===== config.mk =====
export PLATFORM = sky130hd
export DESIGN_NAME = status_register_stack
export DESIGN_NICKNAME = d
export VERILOG_FILES = /design/src/rtl/status_register_stack.sv
export SDC_FILE = /design/constraint.sdc
export NUM_CORES = 1
export LEC_CHECK = 0
export CORE_AREA = 2 2 67 69
export DETAILED_ROUTE_END_ITERATION = 6
export DIE_AREA = 0 0 69 71
export GPL_TIMING_DRIVEN = 0
export PLACE_DENSITY_LB_ADDON = 0.15
export SYNTH_ARGS = -nofsm -noshare
export SYNTH_HDL_FRONTEND = slang
export SYNTH_SLANG_ARGS = --single-unit

===== constraint.sdc =====
create_clock -name clk -period 2.1 [get_ports clk]
set_clock_uncertainty 0.05 [all_clocks]
set_input_delay 0.42 -clock clk [delete_from_list [all_inputs] [get_ports clk]]
set_output_delay 0.42 -clock clk [all_outputs]
set_load 0.01 [all_outputs]

===== src/rtl/status_register_stack.sv =====
// Live condition-code register with a LIFO of saved snapshots for exception entry/return.
// Define STATUS_CC_BYPASS_EN to forward flags being written this cycle on cc_fwd.
module status_register_stack #(
    parameter int unsigned     CC_W      = 4,
    parameter int unsigned     DEPTH     = 4,
    parameter logic [CC_W-1:0] RESET_VAL = '0
) (
    input  logic                       clk,
    input  logic                       reset,
    input  logic [CC_W-1:0]            cc_in,
    input  logic                       S,
    input  logic                       push,
    input  logic                       pop,
    output logic [CC_W-1:0]            cc_out,
    output logic [CC_W-1:0]            cc_fwd,
    output logic [$clog2(DEPTH+1)-1:0] level,
    output logic                       full,
    output logic                       empty,
    output logic                       ovf_err,
    output logic                       unf_err
);

    localparam int unsigned LW = $clog2(DEPTH + 1);
    localparam int unsigned IW = (DEPTH > 1) ? $clog2(DEPTH) : 1;

    logic [CC_W-1:0] stack [DEPTH];
    logic [IW-1:0]   wr_idx;
    logic [IW-1:0]   rd_idx;
    logic [LW-1:0]   level_dec;

    // Indices are only used when level is in range (push: level<DEPTH, pop: level>0)
    assign level_dec = level - LW'(1);
    assign wr_idx    = level[IW-1:0];
    assign rd_idx    = level_dec[IW-1:0];

    assign full  = (level == LW'(DEPTH));
    assign empty = (level == '0);

    always_ff @(posedge clk) begin
        if (reset) begin
            cc_out  <= RESET_VAL;
            level   <= '0;
            ovf_err <= 1'b0;
            unf_err <= 1'b0;
        end else if (push && !pop) begin
            if (!full) begin
                stack[wr_idx] <= cc_out;
                level         <= level + LW'(1);
            end else begin
                ovf_err <= 1'b1;
            end
            if (S) begin
                cc_out <= cc_in;
            end
        end else if (pop && !push) begin
            // A successful restore takes precedence over the ALU update
            if (!empty) begin
                cc_out <= stack[rd_idx];
                level  <= level_dec;
            end else begin
                unf_err <= 1'b1;
                if (S) begin
                    cc_out <= cc_in;
                end
            end
        end else if (S) begin
            cc_out <= cc_in;
        end
    end

`ifdef STATUS_CC_BYPASS_EN
    always_comb begin
        cc_fwd = cc_out;
        if (S && !pop && !reset) begin
            cc_fwd = cc_in;
        end
    end
`else
    assign cc_fwd = cc_out;
`endif

endmodule


==> metrics.txt, run 1 <==
# TYPE chip_impl_metric gauge
chip_impl_info{name="worst-setup-path-type",value="reg -> out"} 1
chip_impl_metric{name="asyncSetResetFlopFracSynth",unit="%"} 0
chip_impl_metric{name="timing.max_cap.violations",unit=""} 0
chip_impl_metric{name="hold-path-cell-count",unit=""} 2
chip_impl_metric{name="gp_routability_congestion",unit=""} 0.718
chip_impl_metric{name="worst-slew-pin-transition",unit="ns"} 0.508
chip_impl_info{name="synth-main-ff-cell",value="sky130_fd_sc_hd__edfxtp_1"} 1
chip_impl_metric{name="grt_start_max_net_pins",unit=""} 16
chip_impl_metric{name="synthesized_netlist_net_count",unit=""} 111
chip_impl_metric{name="pwr_cell_area",unit="nW/um^2"} 1030
chip_impl_metric{name="firstDrtPassIters",unit=""} 4
chip_impl_metric{name="cts.clk_slew.worst_paths",unit="ns"} 0.09
chip_impl_metric{name="max_slew_margin",unit="%"} 66.1
chip_impl_metric{name="drv_slew",unit=""} 0
chip_impl_metric{name="row_count",unit=""} 24
chip_impl_info{name="yosys-top-cells-count",value="16 x sky130_fd_sc_hd__edfxtp_1, 9 x sky130_fd_sc_hd__dfxtp_1, 8 x sky130_fd_sc_hd__ha_1, 8 x sky130_fd_sc_hd__nor3_1, 7 x sky130_fd_sc_hd__nor2_1"} 1
chip_impl_metric{name="per_instance_average_area_after_synthesis",unit="sq um"} 13.0
chip_impl_info{name="critical_path.startpoint_type",value="flop"} 1
chip_impl_info{name="tritoncts",value="built"} 1
chip_impl_info{name="yosysMostFrequentCell",value="sky130_fd_sc_hd__edfxtp_1"} 1
chip_impl_metric{name="clock_sinks",unit=""} 25
chip_impl_metric{name="initial_core_util",unit="%"} 29.0
chip_impl_metric{name="synthToLayoutAreaGrowth",unit="%"} 31.6
chip_impl_info{name="crit_slowest_cell",value="sky130_fd_sc_hd__dfxtp_4"} 1
chip_impl_metric{name="drtIter0Drc",unit=""} 43
chip_impl_metric{name="number_of_instances_in_the_synthesized_netlist",unit=""} 94
chip_impl_info{name="synth.area.top_cells",value="sky130_fd_sc_hd__edfxtp_1 39%, sky130_fd_sc_hd__dfxtp_1 15%, sky130_fd_sc_hd__ha_1 8.2%"} 1
chip_impl_metric{name="placed_cells_incl_taps",unit=""} 169
chip_impl_metric{name="register_share_of_total_power",unit="%"} 38.7
chip_impl_metric{name="cell_internal_pwr",unit="mW"} 1.11
chip_impl_metric{name="clock_h_tree_levels",unit=""} 1
chip_impl_metric{name="synth_seq_cells",unit=""} 25
chip_impl_metric{name="netSwitchingFraction",unit="%"} 33.0
chip_impl_metric{name="path_max_fanout",unit=""} 7
chip_impl_metric{name="floorplan.core_area",unit="sq um"} 4200
chip_impl_metric{name="layoutNonFillerInstCount",unit=""} 174
chip_impl_metric{name="drive_above_1_share",unit="%"} 20.5
chip_impl_metric{name="cp.required",unit="ns"} 1.63
chip_impl_info{name="dominant_combinational_cell_family_by_area_after_synthesis",value="simple AND/OR/NAND/NOR gates"} 1
chip_impl_metric{name="drt_drc_violations_left",unit=""} 0
chip_impl_metric{name="critical_path_buf_inv_count",unit=""} 4
chip_impl_metric{name="power.total",unit="mW"} 1.65
chip_impl_metric{name="synth-xor-area-share",unit="%"} 1.44
chip_impl_metric{name="p_leak",unit="nW"} 0.587
chip_impl_metric{name="sequential_to_total_area_share_from_yosys_stat",unit="%"} 54.2
chip_impl_metric{name="routed_via_density",unit=""} 4.65
chip_impl_info{name="hold_path_startpoint",value="unf_err"} 1
chip_impl_metric{name="reg2reg_setup_slack",unit="ns"} 0.22
chip_impl_metric{name="antenna_cells",unit=""} 0
chip_impl_metric{name="die_height",unit="um"} 71
chip_impl_metric{name="clkLatencyLatePin",unit="ns"} 0.26
chip_impl_info{name="crit_path_frequent_cell",value="sky130_fd_sc_hd__clkinvlp_4"} 1
chip_impl_metric{name="achievable-frequency",unit="MHz"} 492
chip_impl_metric{name="number_of_antenna_violations_at_the_first_check_in_global_routing",unit=""} 0
chip_impl_info{name="worstReg2RegStart",value="level[0]"} 1
chip_impl_info{name="outcome",value="finished, final reports clean"} 1
chip_impl_metric{name="edff_count_synth",unit=""} 16
chip_impl_metric{name="synth-compound-area-share",unit="%"} 5.85
chip_impl_metric{name="utilization",unit="%"} 38.2
chip_impl_metric{name="vias",unit=""} 809
chip_impl_metric{name="setup_viol",unit=""} 0
chip_impl_metric{name="finalSetupTns",unit="ns"} 0
chip_impl_metric{name="power.combinational.fraction",unit="%"} 43.8
chip_impl_metric{name="finalWirelength",unit="um"} 2580
chip_impl_info{name="root_buffer",value="sky130_fd_sc_hd__clkbuf_8"} 1
chip_impl_metric{name="ioPinCount",unit=""} 24
chip_impl_metric{name="number_of_nets_with_antenna_violations_after_detailed_routing",unit=""} 0
chip_impl_metric{name="grtUsageTotal",unit="%"} 11.0
chip_impl_metric{name="routed_wire_length_per_instance",unit="um"} 14.8
chip_impl_metric{name="place.detailed.hpwl",unit="um"} 1890
chip_impl_info{name="yosysTopAreaCell",value="sky130_fd_sc_hd__edfxtp_1"} 1
chip_impl_metric{name="synth.cell_area",unit="sq um"} 1220
chip_impl_metric{name="final_nets",unit=""} 140
chip_impl_metric{name="design.die.area",unit="sq um"} 4900
chip_impl_metric{name="clock_tree.buffer_depth",unit=""} 2
chip_impl_metric{name="synth.yosys.warnings",unit=""} 0
chip_impl_metric{name="placement.io_buffers",unit=""} 23
chip_impl_info{name="path_cells",value="buf_12, clkinvlp_4, ha_4, nand2b_4, clkinvlp_4, buf_2"} 1
chip_impl_info{name="critical_path.reg2reg.endpoint",value="stack[3][2]"} 1
chip_impl_metric{name="clock_power_share",unit="%"} 17.5
chip_impl_metric{name="first_global_vias",unit=""} 777
chip_impl_metric{name="worst_r2r_path_depth",unit=""} 6
chip_impl_metric{name="overflow",unit=""} 0
chip_impl_metric{name="worst-path-stages",unit=""} 6
chip_impl_metric{name="report.final.hold_viol_count",unit=""} 0
chip_impl_metric{name="post-route-min-period",unit="ns"} 2.03
chip_impl_metric{name="die-width",unit="um"} 69
chip_impl_metric{name="cpPeakStageDelay",unit="ns"} 0.38
chip_impl_info{name="whs_endpoint",value="unf_err"} 1
chip_impl_metric{name="worstPathArrival",unit="ns"} 1.56
chip_impl_metric{name="first_pass_grt_wire_length",unit="um"} 4180
chip_impl_metric{name="num-fill-cells",unit=""} 415
chip_impl_metric{name="fraction_of_the_mapped_netlist_area_in_simple_logic_gates",unit="%"} 12.9
chip_impl_info{name="timing.critical_path.to_type",value="output port"} 1
chip_impl_metric{name="synth_cell_type_count",unit=""} 26
chip_impl_metric{name="holdWs",unit="ns"} 0.437
chip_impl_metric{name="yosys.area_share.adder",unit="%"} 8.21
chip_impl_metric{name="post_synth_mux_area_share",unit="%"} 11.2
chip_impl_metric{name="switching_power",unit="mW"} 0.545
chip_impl_metric{name="synth.top_cell.area_share",unit="%"} 39.4
chip_impl_metric{name="ir_worst_vdd",unit="mV"} 0.576
chip_impl_info{name="min-delay-path-class",value="reg -> reg"} 1
chip_impl_info{name="path_delay_family",value="buffers and inverters"} 1
chip_impl_metric{name="final_min_period_over_clock_period",unit="%"} 96.9
chip_impl_metric{name="cts_inserted_buffers",unit=""} 3
worst reg2reg max path, cell delays in order, from the launching register on:
cell                         delay [ns]
sky130_fd_sc_hd__dfxtp_4           0.38
sky130_fd_sc_hd__buf_12            0.13
sky130_fd_sc_hd__clkinvlp_4        0.12
sky130_fd_sc_hd__ha_4              0.19
sky130_fd_sc_hd__and2_1            0.18
sky130_fd_sc_hd__nor2_1            0.18
sky130_fd_sc_hd__and2_1            0.32
layout by cell type (no fill, tap or decap), types with 2 or more instances in the layout:
cell type	Yosys	final
sky130_fd_sc_hd__clkdlybuf4s50_1	0	21
sky130_fd_sc_hd__edfxtp_1	16	16
sky130_fd_sc_hd__nor3_1	8	8
sky130_fd_sc_hd__dfxtp_1	9	8
sky130_fd_sc_hd__nor2_1	7	7
sky130_fd_sc_hd__ha_1	8	7
sky130_fd_sc_hd__buf_4	5	6
sky130_fd_sc_hd__nor2b_1	6	6
sky130_fd_sc_hd__inv_1	6	4
sky130_fd_sc_hd__and2_1	4	4
sky130_fd_sc_hd__mux4_2	4	4
sky130_fd_sc_hd__a221oi_1	4	4
sky130_fd_sc_hd__clkinvlp_4	0	3
sky130_fd_sc_hd__clkbuf_8	0	3
sky130_fd_sc_hd__mux2i_1	2	2
kinds of logic after synthesis:
kind of cell               after synthesis
and+or+nand+nor                         29
DFF                                     25
buffers and inverters                   13
AOI/OAI and AO/OA                        9
muxes                                    8
adders and majority gates                8
xor gates and xnor gates                 2
sequential cells by signal, indices dropped and copies added (netlist names):
signal   cells
cc_fwd       4
stack       16
level        3
ovf_err      1
unf_err      1
worst max path at each step:
stage	slack, ns	startpoint	end
after global routing	-0.004	level[0]	full
after CTS	0.03	level[0]	full
final	0.07	level[0]	empty
after detailed placement	-0.22	level[0]	empty
after global placement	-0.21	level[0]	empty
after floorplan	0.34	level[0]	stack[3][0]
routing by layer:
metal | global-route usage (%) | up-vias | part of all wire, %
met3 | 2.14 | 2 | 4.8
met1 | 15.3 | 396 | 45
met5 | 0 | - | 0
li1 | - | 391 | -
met4 | 3.27 | 0 | 0.74
met2 | 17.6 | 20 | 49
through the flow:
step,instance area (sq um),setup slack [ns]
floorplan,1220,0.338
global placement,1510,-0.211
detailed placement,1510,-0.223
CTS,1580,0.0348
global route,1600,-0.00447
finish,1600,0.0654
power by group through the flow:
stage | logic [mW] | clock network (mW) | registers (mW)
after floorplan | 0.378 | 0 | 0.652
after global routing | 0.780 | 0.324 | 0.649
after CTS | 0.678 | 0.300 | 0.639
final | 0.723 | 0.290 | 0.638
after global placement | 0.649 | 0 | 0.642
after detailed placement | 0.647 | 0 | 0.646
cell type report:
type	count	area, sq um	share of cell area [%]
flip-flops and latches	25	664	41.4
multi-input cells	56	503	31.4
repair buffers	24	231	14.4
well taps	52	65.1	4.06
plain buffers	7	61.3	3.82
clock buffers	3	41.3	2.57
inverters	6	30.0	1.87
clock inverters	1	7.51	0.468
timing repair:
action                     in CTS  in global routing
hold buffers                    0                  0
setup endpoints to repair       2                  2
setup buffers                   0                  1
cloned                          0                  0
resized for setup              11                  3
Power figures use the tool's default switching activity.
==> run 2, diff against run 1 <==
--- a/config.mk
+++ b/config.mk
@@ -6,6 +6,7 @@
 export NUM_CORES = 1
 export LEC_CHECK = 0
 export CORE_AREA = 2 2 67 69
+export CTS_BUF_LIST = sky130_fd_sc_hd__clkbuf_2
 export DETAILED_ROUTE_END_ITERATION = 6
 export DIE_AREA = 0 0 69 71
 export GPL_TIMING_DRIVEN = 0
==> constraint.sdc (replaced) <==
create_clock -name clk -period 2.17 [get_ports clk]
set_clock_uncertainty 0.05 [all_clocks]
set_input_delay 0.434 -clock clk [delete_from_list [all_inputs] [get_ports clk]]
set_output_delay 0.434 -clock clk [all_outputs]
set_load 0.01 [all_outputs]
==> run 2 against run 1 <==
  * Hold slack better by 0.027 ns
  * Critical path depth down 1
  * Global-route usage increased by 0.12 points
  * Largest cell class unchanged
  * Non-clock buffer count unchanged
  * Largest power group unchanged
  * Count of clock-buffer cells in the layout did not move
  * Via count down 1.2%
  * Sequential power shrank 4.2%
  * Design area is 2.4% lower
==> metrics.txt, run 2 (synthesis results as in run 1) <==
# TYPE chip_impl_metric gauge
chip_impl_metric{name="worst-slew-pin-transition",unit="ns"} 0.498
chip_impl_metric{name="clock_tree.buffer_depth",unit=""} 2
chip_impl_metric{name="detailed_place.area",unit="sq um"} 1510
chip_impl_metric{name="report.final.hold_viol_count",unit=""} 0
chip_impl_info{name="timing.critical_path.to_type",value="output port"} 1
chip_impl_info{name="worst-setup-path-type",value="reg -> out"} 1
chip_impl_info{name="outcome",value="finished, final reports clean"} 1
chip_impl_metric{name="place.detailed.hpwl",unit="um"} 1890
chip_impl_metric{name="synthToLayoutAreaGrowth",unit="%"} 28.4
chip_impl_metric{name="routed_via_density",unit=""} 4.59
chip_impl_metric{name="clkLatencyLatePin",unit="ns"} 0.35
chip_impl_info{name="root_buffer",value="sky130_fd_sc_hd__clkbuf_2"} 1
chip_impl_metric{name="placement.io_buffers",unit=""} 23
chip_impl_metric{name="pwr_cell_area",unit="nW/um^2"} 949
chip_impl_metric{name="overflow",unit=""} 0
chip_impl_metric{name="clock_sinks",unit=""} 25
chip_impl_metric{name="cp.required",unit="ns"} 1.69
chip_impl_metric{name="cts_hold_buffers",unit=""} 0
chip_impl_metric{name="finish.instance_area",unit="sq um"} 1570
chip_impl_metric{name="achievable-frequency",unit="MHz"} 488
chip_impl_metric{name="cts.clk_slew.worst_paths",unit="ns"} 0.24
chip_impl_metric{name="num-fill-cells",unit=""} 421
chip_impl_metric{name="firstDrtPassIters",unit=""} 4
chip_impl_metric{name="die_height",unit="um"} 71
chip_impl_metric{name="first_global_vias",unit=""} 790
chip_impl_metric{name="grtUsageTotal",unit="%"} 11.1
chip_impl_info{name="min-delay-path-class",value="reg -> reg"} 1
chip_impl_metric{name="number_of_nets_with_antenna_violations_after_detailed_routing",unit=""} 0
chip_impl_metric{name="cts_inserted_buffers",unit=""} 3
chip_impl_metric{name="drv_slew",unit=""} 0
chip_impl_metric{name="drt_drc_violations_left",unit=""} 0
chip_impl_metric{name="final_nets",unit=""} 140
chip_impl_metric{name="path_max_fanout",unit=""} 7
chip_impl_metric{name="holdWs",unit="ns"} 0.463
chip_impl_metric{name="drtIter0Drc",unit=""} 27
chip_impl_metric{name="first_pass_grt_wire_length",unit="um"} 4190
chip_impl_info{name="layout_commonest_cell",value="sky130_fd_sc_hd__clkdlybuf4s50_1"} 1
chip_impl_metric{name="finalSetupTns",unit="ns"} 0
chip_impl_info{name="rsz0062_at_grt",value="false"} 1
chip_impl_metric{name="initial_core_util",unit="%"} 29.0
chip_impl_metric{name="finalWirelength",unit="um"} 2550
chip_impl_metric{name="antenna_cells",unit=""} 0
chip_impl_metric{name="max_slew_margin",unit="%"} 66.8
chip_impl_metric{name="final_min_period_over_clock_period",unit="%"} 94.4
chip_impl_metric{name="gp_routability_congestion",unit=""} 0.718
chip_impl_info{name="largest-register",value="stack"} 1
chip_impl_metric{name="clock_h_tree_levels",unit=""} 1
chip_impl_info{name="critical_path.startpoint_type",value="flop"} 1
chip_impl_info{name="layout.cells.most_common_list",value="21 x sky130_fd_sc_hd__clkdlybuf4s50_1, 16 x sky130_fd_sc_hd__edfxtp_1, 8 x sky130_fd_sc_hd__nor3_1, 8 x sky130_fd_sc_hd__dfxtp_1"} 1
chip_impl_metric{name="number_of_flip_flops_in_the_largest_register",unit=""} 16
chip_impl_metric{name="drive_above_1_share",unit="%"} 20.5
chip_impl_metric{name="ir_worst_vdd",unit="mV"} 0.371
chip_impl_metric{name="routed_wire_length_per_instance",unit="um"} 14.6
chip_impl_metric{name="ioPinCount",unit=""} 24
chip_impl_metric{name="die-width",unit="um"} 69
chip_impl_metric{name="p_leak",unit="nW"} 0.579
chip_impl_metric{name="vias",unit=""} 799
chip_impl_metric{name="timing.max_cap.violations",unit=""} 0
chip_impl_info{name="tritoncts",value="built"} 1
chip_impl_metric{name="floorplan.core_area",unit="sq um"} 4200
chip_impl_metric{name="number_of_antenna_violations_at_the_first_check_in_global_routing",unit=""} 0
chip_impl_metric{name="post-route-min-period",unit="ns"} 2.05
chip_impl_metric{name="row_count",unit=""} 24
chip_impl_metric{name="grt_start_max_net_pins",unit=""} 16
chip_impl_metric{name="worstPathArrival",unit="ns"} 1.56
chip_impl_metric{name="setup_viol",unit=""} 0
chip_impl_metric{name="design.die.area",unit="sq um"} 4900
[run 2: cell count changes in the layout (fill, tap and decap cells not counted)]
cell | previous run | this run
sky130_fd_sc_hd__inv_2 | 0 | 1
sky130_fd_sc_hd__clkinvlp_4 | 3 | 1
sky130_fd_sc_hd__clkbuf_8 | 3 | 0
sky130_fd_sc_hd__buf_6 | 0 | 1
sky130_fd_sc_hd__inv_4 | 0 | 1
sky130_fd_sc_hd__dlygate4sd2_1 | 1 | 0
sky130_fd_sc_hd__buf_2 | 1 | 0
sky130_fd_sc_hd__buf_12 | 1 | 0
sky130_fd_sc_hd__clkbuf_2 | 0 | 4
sky130_fd_sc_hd__clkdlybuf4s15_1 | 0 | 1
[run 2: report_power, final]
| part | switching (mW) | total, mW | internal, mW | leakage [nW] |
|---|---|---|---|---|
| clock | 0.146 | 0.189 | 0.0428 | 0.0126 |
| sequential | 0.0427 | 0.611 | 0.568 | 0.222 |
| combinational | 0.326 | 0.686 | 0.361 | 0.344 |
| total | 0.514 | 1.49 | 0.972 | 0.579 |
[run 2: final cells by class]
type / count / area (sq um) / share of cell area, %
buffer: 7 / 52.6 / 3.36
clock buffer: 3 / 15.0 / 0.959
clock inverter: 1 / 7.51 / 0.480
inverter: 6 / 25.0 / 1.60
multi-input combinational: 56 / 503 / 32.1
sequential: 25 / 664 / 42.4
tap: 52 / 65.1 / 4.16
timing repair buffer: 24 / 233 / 14.9
[run 2: final timing paths]
path | start | end | slack [ns] | depth (start not counted)
hold reg to reg | unf_err | unf_err | 0.46 | 2
hold / removal | unf_err | unf_err | 0.46 | 2
setup / recovery | level[0] | full | 0.12 | 5
setup reg to reg | level[0] | stack[3][2] | 0.39 | 6
[run 2: per-layer routing]
layer | wire length (um) | share of wire (%) | GRT usage (%)
met1 | 1180 | 46 | 15.7
met5 | 0 | 0 | 0
met2 | 1230 | 48 | 17.2
met4 | 19 | 0.75 | 3.92
met3 | 112 | 4.4 | 2.14
[run 2: metrics by stage]
stage,instances,setup WS (ns),util (%),total power [mW]
global route,174,0.00100,37.2,1.59
floorplan,94,0.408,-,0.997
global placement,169,-0.155,36.0,1.25
CTS,174,0.0388,37.3,1.51
detailed placement,169,-0.167,36.0,1.25
finish,174,0.121,37.2,1.49
[run 2: repair_timing]
| action | in CTS | in global routing |
|---|---|---|
| endpoints found under the hold margin | 0 | 0 |
| pin swaps | 0 | 0 |
| gates cloned | 0 | 0 |
| buffers inserted | 1 | 0 |
| endpoints found under the setup margin | 2 | 2 |
| gates resized for setup | 11 | 3 |
[run 2: worst max-delay path, cell delays in order, from the launching register on]
cell and delay (ns):
sky130_fd_sc_hd__dfxtp_4 0.40, sky130_fd_sc_hd__buf_6 0.14, sky130_fd_sc_hd__inv_2 0.10, sky130_fd_sc_hd__ha_4 0.17, sky130_fd_sc_hd__and2_1 0.17, sky130_fd_sc_hd__clkdlybuf4s15_1 0.25
